## config.mk

```make
export PLATFORM = sky130hd
export DESIGN_NAME = pwm_multi
export DESIGN_NICKNAME = d
export VERILOG_FILES = /design/src/rtl/pwm_multi_pkg.sv /design/src/rtl/pwm_multi_chan.sv /design/src/rtl/pwm_multi.sv
export SDC_FILE = /design/constraint.sdc
export NUM_CORES = 1
export LEC_CHECK = 0
export CAP_MARGIN = 40
export CORE_ASPECT_RATIO = 0.5
export CORE_MARGIN = 8
export CORE_UTILIZATION = 45
export CTS_CLUSTER_DIAMETER = 30
export DETAILED_ROUTE_END_ITERATION = 16
export GPL_ROUTABILITY_DRIVEN = 0
export PLACE_DENSITY = 0.62
export SETUP_SLACK_MARGIN = 0.05
export SYNTH_ARGS = -nofsm -noshare
export SYNTH_HDL_FRONTEND = slang
export SYNTH_SLANG_ARGS = --single-unit
```

## constraint.sdc

```tcl
create_clock -name clk -period 6.1 [get_ports clk]
set_clock_uncertainty 0.15 [all_clocks]
set_input_delay 0.61 -clock clk [delete_from_list [all_inputs] [get_ports clk]]
set_output_delay 0.61 -clock clk [all_outputs]
set_load 0.005 [all_outputs]
```

## src/rtl/pwm_multi_pkg.sv

```systemverilog
// Shared constants and types for the multi-channel PWM block.
package pwm_multi_pkg;

  localparam int CNT_W   = 8;
  localparam int PRESC_W = 4;

  localparam logic [4:0] OFF_CTRL   = 5'd0;
  localparam logic [4:0] OFF_PERIOD = 5'd1;
  localparam logic [4:0] OFF_DUTY0  = 5'd2;

  // CTRL bits 5:4 are reserved and always read back as zero
  localparam logic [7:0] CTRL_MASK = 8'hCF;

  typedef enum logic {
    MODE_EDGE   = 1'b0,
    MODE_CENTRE = 1'b1
  } mode_e;

  function automatic logic [4:0] off_pol(input int channels);
    return 5'(2 + channels);
  endfunction

endpackage

```

## src/rtl/pwm_multi_chan.sv

```systemverilog
// One PWM channel: duty shadow, compare against the shared counter, polarity, output flop.
module pwm_multi_chan
  import pwm_multi_pkg::*;
(
  input  logic             clk,
  input  logic             rst_n,
  input  logic [CNT_W-1:0] duty,
  input  logic             load,
  input  logic             en,
  input  logic [CNT_W-1:0] cnt,
  input  logic             pol,
  output logic             pwm_out
);

  logic [CNT_W-1:0] act_duty;

  always_ff @(posedge clk) begin
    if (!rst_n) begin
      act_duty <= '0;
      pwm_out  <= 1'b0;
    end else begin
      if (load) act_duty <= duty;
      pwm_out <= (en && (cnt < act_duty)) ^ pol;
    end
  end

endmodule

```

## src/rtl/pwm_multi.sv

```systemverilog
// Multi-channel PWM on the 8-bit CSR bus: shared prescaled counter (edge or centre
// aligned) with period/duty shadows that reload only at period boundaries.
module pwm_multi
  import pwm_multi_pkg::*;
#(
  parameter logic [4:0] BASE_ADDR = 5'h0,
  parameter int         CHANNELS  = 2
) (
  input  logic                clk,
  input  logic                rst_n,
  input  logic [4:0]          csr_a,
  input  logic [7:0]          csr_di,
  input  logic                csr_we,
  output logic [7:0]          csr_do,
  input  logic                pwm_ce,
  output logic                pwm_en,
  output logic [CHANNELS-1:0] pwm_out
);

  localparam logic [4:0] OFF_POL = off_pol(CHANNELS);

  logic [7:0]                 ctrl;
  logic [CNT_W-1:0]           period;
  logic [CHANNELS-1:0][7:0]   duty;
  logic [CHANNELS-1:0]        pol;

  logic [4:0]                 off;
  logic                       en;
  mode_e                      mode;
  logic [PRESC_W-1:0]         presc, presc_cnt;
  logic [CNT_W-1:0]           cnt, act_period;
  logic                       dir_down;
  logic                       wr_ctrl, restart, tick, bound, load;

  assign off     = csr_a - BASE_ADDR;
  assign en      = ctrl[7];
  assign mode    = mode_e'(ctrl[6]);
  assign presc   = ctrl[PRESC_W-1:0];
  assign pwm_en  = en;

  assign wr_ctrl = csr_we && (off == OFF_CTRL);
  assign restart = wr_ctrl && ((csr_di[6] != ctrl[6]) || (csr_di[7] && !en));
  assign tick    = pwm_ce && (presc_cnt == presc);

  // Period boundary: wrap in edge mode, down->up turnaround at 0 in centre mode
  always_comb begin
    bound = 1'b0;
    if (mode == MODE_EDGE) bound = (cnt >= act_period);
    else                   bound = (act_period == '0) || (dir_down && cnt == '0);
  end

  assign load = !en || restart || (tick && bound);

  always_ff @(posedge clk) begin
    if (!rst_n) begin
      ctrl   <= '0;
      period <= '0;
      duty   <= '0;
      pol    <= '0;
    end else if (csr_we) begin
      if (off == OFF_CTRL)   ctrl   <= csr_di & CTRL_MASK;
      if (off == OFF_PERIOD) period <= csr_di;
      if (off == OFF_POL)    pol    <= csr_di[CHANNELS-1:0];
      for (int i = 0; i < CHANNELS; i++)
        if (off == OFF_DUTY0 + 5'(i)) duty[i] <= csr_di;
    end
  end

  always_comb begin
    csr_do = '0;
    if (off == OFF_CTRL)        csr_do = ctrl;
    else if (off == OFF_PERIOD) csr_do = period;
    else if (off == OFF_POL)    csr_do[CHANNELS-1:0] = pol;
    for (int i = 0; i < CHANNELS; i++)
      if (off == OFF_DUTY0 + 5'(i)) csr_do = duty[i];
  end

  always_ff @(posedge clk) begin
    if (!rst_n) begin
      cnt        <= '0;
      presc_cnt  <= '0;
      dir_down   <= 1'b0;
      act_period <= '0;
    end else if (!en || restart) begin
      cnt        <= '0;
      presc_cnt  <= '0;
      dir_down   <= 1'b0;
      act_period <= period;
    end else begin
      if (pwm_ce) presc_cnt <= tick ? '0 : presc_cnt + 1'b1;
      if (tick) begin
        if (bound) begin
          // Centre mode leaves 0 upwards with the freshly loaded period
          act_period <= period;
          dir_down   <= 1'b0;
          cnt        <= (mode == MODE_CENTRE && period != '0) ? CNT_W'(1) : '0;
        end else if (mode == MODE_EDGE) begin
          cnt <= cnt + 1'b1;
        end else if (!dir_down) begin
          if (cnt >= act_period) begin
            dir_down <= 1'b1;
            cnt      <= cnt - 1'b1;
          end else begin
            cnt <= cnt + 1'b1;
          end
        end else begin
          cnt <= cnt - 1'b1;
        end
      end
    end
  end

  for (genvar g = 0; g < CHANNELS; g++) begin : g_chan
    pwm_multi_chan u_chan (
      .clk     (clk),
      .rst_n   (rst_n),
      .duty    (duty[g]),
      .load    (load),
      .en      (en),
      .cnt     (cnt),
      .pol     (pol[g]),
      .pwm_out (pwm_out[g])
    );
  end

endmodule

```

==> results of run 1 <==
Yosys cell counts, types with 2 or more instances:
master    number  area share [%]
o21ai_0       24             3.0
nand4_1        3            0.47
buf_4          2            0.38
nand3_1       38             4.8
dfxtp_1       71              36
nor2_1         7            0.66
nor4_1         4            0.63
a21oi_1       11             1.4
a21boi_0       2            0.38
inv_1         34             3.2
a211oi_1       3            0.57
nor3_1         8             1.0
ha_1          26             8.2
or3_1          8             1.3
a22oi_1        3            0.57
a21o_1         2            0.38
buf_2          2            0.25
a221oi_1       3            0.66
and3_1         3            0.47
xor2_1         8             1.8
mux2i_1       35             8.8
nand2b_1       8             1.3
clkbuf_1      14             1.3
clkbuf_2       2            0.25
nand3b_1       2            0.38
mux4_2         4             2.3
buf_12         3             1.5
xnor2_1        2            0.44
and2_1         7             1.1
o21ai_1       16             2.0
nor2b_1       34             5.3
nand2_1       37             3.5
or4_1          3            0.57
mux2_2         4             1.1
o21bai_1       2            0.38
per-stage QoR:
stage          util [%]  cell area, sq um  hold WS [ps]  cells
3_3_place_gp       49.1              4250           287    573
5_1_grt            52.7              4560           319    588
4_1_cts            52.7              4560           300    588
3_5_place_dp       49.1              4250           293    573
2_1_floorplan         -              3980           278    452
6_report           52.7              4560           298    588
registers in the layout (all words and copies together), names as in the netlist:
| name | count |
|---|---|
| act_period | 8 |
| cnt | 8 |
| ctrl | 6 |
| dir_down | 1 |
| duty | 16 |
| g_chan.u_chan.act_duty | 16 |
| g_chan.u_chan.pwm_out | 2 |
| period | 8 |
| pol | 2 |
| presc_cnt | 4 |
worst reg2reg max path, stage by stage, from the launching register on:
cell,delay [ps]
dfxtp_1,500
inv_1,210
ha_1,320
o21ai_0,200
a221oi_1,210
o31ai_2,700
mux2_2,430
or3_1,300
nand3_1,80
report_power, final:
group	leakage (nW)	total, mW	internal, mW	switching (mW)
clock	0.155	0.558	0.365	0.193
sequential	0.572	0.469	0.466	0.00249
combinational	1.06	0.0479	0.0224	0.0255
total	1.79	1.07	0.854	0.221
layout by cell type (no fill, tap or decap), types with 4 or more instances in the layout:
| master | count |
|---|---|
| and2_1 | 7 |
| nor2b_1 | 34 |
| nand2_1 | 37 |
| o21ai_0 | 24 |
| or3_1 | 8 |
| nor4_1 | 4 |
| nand2b_1 | 8 |
| inv_1 | 34 |
| nand3_1 | 38 |
| o21ai_1 | 16 |
| mux2_2 | 4 |
| ha_1 | 26 |
| clkbuf_16 | 9 |
| xor2_1 | 8 |
| a21oi_1 | 11 |
| nor3_1 | 8 |
| dfxtp_1 | 71 |
| mux2i_1 | 35 |
| mux4_2 | 4 |
| clkdlybuf4s50_1 | 26 |
| nor2_1 | 7 |
worst paths after layout:
check,slack [ps],cells past startpoint,to
max,2420,7,csr_do[0]
min,300,2,g_chan[0].u_chan.act_duty[2]
max reg2reg,2930,8,cnt[6]
min reg2reg,300,2,g_chan[0].u_chan.act_duty[2]
layer usage:
| metal | part of all wire (%) | global-route usage (%) | wire length (um) |
|---|---|---|---|
| met1 | 55 | 23.6 | 5170 |
| met2 | 40 | 23.8 | 3760 |
| met3 | 3.3 | 4.57 | 312 |
| met4 | 1.1 | 4.80 | 102 |
| met5 | 0 | 0 | 0 |
logic make-up after synthesis:
logic type               count (synthesis)  share of synthesized area [%]
AND/OR/NAND/NOR                        167                           22.6
AO/OA/AOI/OAI                           76                           11.9
flip-flops                              71                           35.7
buffers and inverters                   59                           7.20
multiplexers                            43                           12.2
adder cells (fa/ha/maj)                 26                           8.18
XOR/XNOR                                10                           2.20
layout make-up:
cell class              count  area (sq um)  share of cell area, %
well taps                 117           146                   3.21
clock inverters             4          70.1                   1.54
repair buffers             29           280                   6.15
inverters                  34           128                   2.80
flip-flops and latches     71          1420                   31.2
clock buffers              11           243                   5.33
multi-input cells         322          2270                   49.8
==> results.txt, run 1 <==
The flow ran to the end, and the final reports show no timing, DRC or antenna violations. The global-route usage over all layers came out at 16.5%. The clock insertion delay at the later pin of the skew report is 330 ps. The number of detailed-route iterations in the first pass came out at 4. Setup repair after global routing left no endpoint under its margin.

The startpoint identified for the worst hold timing path is g_chan[0].u_chan.act_duty[2]. The final count of pins violating max slew was 0. Once the clock tree was built, the setup fixing pass inserted 0 buffers. The quantity of gates resized following cts is 0.

The number of global-route vias before repair is 3030. The height of the chip came out at 82.5 um. The top-level I/O count came out at 28.

The post-CTS clock slew at the launch and capture registers of the worst setup and hold paths is 50 ps. The cell type with the highest occurrence count on the critical path is clkdlybuf4s50_1. Broken down by cell family, the worst path's largest delay share belongs to buffers and inverters. The worst-margin pin slew is 811 ps.

Traced cell by cell, the critical path runs through clkdlybuf4s50_1, nor4_1, and2_1, a22oi_1, a21oi_1, a41o_1, clkdlybuf4s50_1. The total power of the final layout is 1.07 mW. The origin of the critical flop-to-flop path is cnt[0]. The worst setup path is launched from a primary input. The register area share after synthesis came out at 35.7%. The count of buffers inserted at the top-level ports came out at 27. The share of synthesized registers carrying an async set or reset is 0%. The clock tree from TritonCTS is done. The final layout net count is 510. The worst path setup slack after routing is 2420 ps. In this run the number of H-tree levels came out at 3. STA classifies the critical path endpoint as a primary output.

The final period utilization came out at 60.3%. The remaining number of nets flagged by the antenna check after routing is 0. The worst setup path startpoint is csr_a[0]. The antenna diode count came out at 0.

The post-synthesis cell type count came out at 52. The arrival time at the worst endpoint is 2920 ps. Summing every instance area after synthesis gives 3980 sq um. The number of max-cap violations is 0.

The post-cts hold buffer count came out at 0. For this run, the leading register cell type out of synthesis is dfxtp_1. The synthesized flop and latch total came out at 71. The starting density of the core is 46.0%. The relative slew slack is 45.6%.

The final critical-path required period is 3680 ps. In this design, the stage delay of the slowest critical-path cell is 740 ps. The floorplan step set the die width to 149 um.

The maximum fanout encountered on the critical timing path is 17. The hold violation count in the final report came to 0. The count of flip-flops with a built-in enable after synthesis is 0. The core area is 8650 sq um. The maximum ir drop on the vdd rail is 0.146 mV.

The global-route wire length before repair is 15800 um. The minimum setup slack after placement is 2400 ps. The aggregate global routing overflow is 0. The final number of setup-violating endpoints is 0. The routed design has 9340 um of wire.

The fill cell total of the finished layout is 850. The share of post-route cells with drive strength above 1 came out at 6.58%. Adding up every negative setup slack in the final design gives 0 ps. The area growth from synthesis to layout is 14.6%. The number of remaining DRC errors is 0. The worst setup path is of the primary input to primary output kind. In the final routed layout, each cell accounts on average for 15.9 um. For this design, the slowest cell found on the critical path is clkdlybuf4s50_1.

The overall die area came out at 12300 sq um. The number of cell rows came out at 24. The total power per unit cell area came out at 236 nW/um^2.

A synthesized cell averages 8.80 sq um. The mean number of vias per cell came out at 5.32. The number of buffers and inverters on the critical path is 2. The type of the tightest min-delay check is flip-flop to flip-flop.

The number of DRC markers after the initial detailed-route iteration is 149. The number of nets handed over by synthesis was 495. The clock tree buffer depth came out at 2.

Entering global routing, the biggest net connects 84 pins. The required time reported for the critical path endpoint came out at 5340 ps. The clock drives 71 sinks. The number of vias in the routed layout came out at 3126. The clock root buffer master is clkbuf_16. The number of buffers created by CTS came out at 9. The instance count of the mapped netlist is 452. The maximum frequency from static timing analysis is 272 MHz. The wire-length estimate of the detail-placed layout is 6560 um. The static leakage power is 1.79 nW. The initial antenna violation count is 0. The synthesis warning total came out at 0.
No activity file was read; power rests on OpenSTA's default activity.
==> run 2: changes to the inputs <==
clock period = 3.7 ns   (was 6.1 ns; I/O delays follow)
==> results.txt, run 2 (same netlist as run 1, synthesis figures left out) <==
The flow ran to the end, and the final reports show no timing, DRC or antenna violations. The final period utilization is 81.5%. The arrival time at the worst endpoint came out at 3130 ps. The number of detailed-route iterations in the first pass is 4. The height of the chip came out at 82.5 um. CTS saw 71 sinks. The post-route setup TNS came out at 0 ps. The maximum frequency from static timing analysis came out at 332 MHz. For this design, the slowest cell found on the critical path is o31ai_2. Dividing the detail-routed wire length by the instance count gives 15.6 um.

The wire-length estimate of the detail-placed layout is 6640 um. The required time reported for the critical path endpoint is 3820 ps. The critical path depth in cells is 8.

The total power per unit cell area is 382 nW/um^2. The worst setup path is of the flip-flop to flip-flop kind. The worst register-to-register path has a depth of 8. After detailed routing, the total wire length is 9250 um.

The overall die area came out at 12300 sq um. The number of remaining DRC errors is 0. At the pin with the least slew margin, the transition time is 817 ps. Clock-pin slew was measured on the worst setup and hold paths at 60 ps.

In this run the worst setup path terminates at cnt[6]. Together, buffers and inverters on the worst path number 1. The top-level I/O count is 28. The most critical setup path has its startpoint at cnt[0]. The worst register-to-register path begins at cnt[0]. The global-route wire length before repair came out at 15700 um. The relative slew slack came out at 45.2%.

The number of DRC markers after the initial detailed-route iteration is 209. Leaving out fill and tap cells, the most frequent cells in the layout are dfxtp_1, nand3_1, nand2_1, mux2i_1. The hold violation count in the final report is 0. The clock tree buffer depth came out at 2. The number of buffers created by CTS came out at 9.

The number of antenna diodes in the final layout is 0. The clock root buffer master is clkbuf_16. STA classifies the critical path endpoint as a flip-flop. The number of vias in the routed layout came out at 3100.

In this run the worst path has a maximum fanout of 8. The post-cts hold buffer count is 0. The quantity of gates resized following cts came out at 0. The final layout net count is 514. The number of cell rows is 24. Global routing finished with a remaining overflow of 0. For the worst-skew pair, the clock arrives at the later sink with an insertion delay of 330 ps. The library cell used most frequently in the layout, excluding fill and tap cells, is dfxtp_1. The number of max-cap violations is 0. The critical path goes through inv_1, ha_1, o21ai_0, a221oi_1, o31ai_2, mux2_2, or3_1, nand3_1. The largest net degree at the start of global routing came out at 83. The worst setup path is launched from a flip-flop. The mean number of vias per cell is 5.23. Setup repair after global routing left no endpoint under its margin. The type of the tightest min-delay check is flip-flop to flip-flop. From synthesis to final layout, the design area changed by 15.5%. Once the floorplan was initialized, standard cells occupied 46.0% of the core. The x dimension of the die came out at 149 um. The number of global-route vias before repair is 3036. The final critical-path required period is 3020 ps. The fill cell total of the finished layout came out at 843. In this run the tool buffered the top-level ports with 27 buffer cells. Broken down by cell family, the worst path's largest delay share belongs to compound AO/OA/AOI/OAI gates. The core region is 8650 sq um. On the worst path, the slowest cell contributes a delay of 700 ps. TritonCTS built the clock tree.

The final number of setup-violating endpoints is 0. The register-to-register path setup slack is 680 ps. The remaining number of nets flagged by the antenna check after routing came out at 0. In this run the critical register-to-register path is captured at cnt[6]. In this run the static leakage power is 1.80 nW.

The initial antenna violation count came to 0. The share of post-route cells with drive strength above 1 is 7.77%. The tightest hold path in the finished design has a slack of 298 ps. The final count of pins violating max slew is 0. The largest registers in the layout are duty x16, g_chan.u_chan.act_duty x16.

The total number of H-tree levels is 3. The number of setup buffers added after CTS came out at 0. The maximum ir drop on the vdd rail came out at 0.241 mV.

For this run, the total global-route usage over all layers was measured as 16.3%.
==> run 2: tightest hold or removal path: stages, from the launching register on <==
cell and delay, ps:
dfxtp_1 310, nand2_1 50, o21ai_1 50
==> run 2: stage by stage <==
step,power [mW],cell area (sq um),cells,util [%],setup WS (ps)
6_report,1.75,4590,593,53.1,685
3_3_place_gp,0.871,4280,577,49.4,719
2_1_floorplan,0.835,3980,452,-,1040
3_5_place_dp,0.870,4280,577,49.4,700
4_1_cts,1.78,4590,593,53.1,685
5_1_grt,1.82,4590,593,53.1,436
==> run 2: worst min-delay path by stage <==
stage,to,start,cells after the start
3_5_place_dp,g_chan[0].u_chan.act_duty[1],g_chan[0].u_chan.act_duty[1],2
4_1_cts,g_chan[0].u_chan.act_duty[1],g_chan[0].u_chan.act_duty[1],2
5_1_grt,g_chan[0].u_chan.act_duty[3],g_chan[0].u_chan.act_duty[3],2
3_3_place_gp,g_chan[0].u_chan.act_duty[2],g_chan[0].u_chan.act_duty[2],2
6_report,g_chan[0].u_chan.act_duty[3],g_chan[0].u_chan.act_duty[3],2
2_1_floorplan,g_chan[0].u_chan.act_duty[1],g_chan[0].u_chan.act_duty[1],2
==> run 2: power breakdown <==
group / switching (mW) / internal, mW / leakage [nW]
clock network: 0.323 / 0.577 / 0.147
logic: 0.0432 / 0.0383 / 1.08
registers: 0.00392 / 0.768 / 0.572
total: 0.370 / 1.38 / 1.80
==> run 2: routing by layer <==
metal / track usage, % / up-vias / share of wire (%) / routed length, um
met4: 5.69 / 0 / 0.78 / 72
met2: 23.8 / 47 / 41 / 3760
met5: 0 / - / 0 / 0
met1: 23.1 / 1423 / 54 / 5000
met3: 3.86 / 4 / 4.5 / 415
li1: - / 1626 / - / -
==> run 2: cell type report <==
type	count	area (sq um)	area share, %
clock buffer	12	267	5.80
clock inverter	4	52.6	1.14
inverter	34	128	2.78
multi-input combinational	322	2270	49.4
sequential	71	1420	30.9
tap	117	146	3.19
timing repair buffer	33	310	6.75
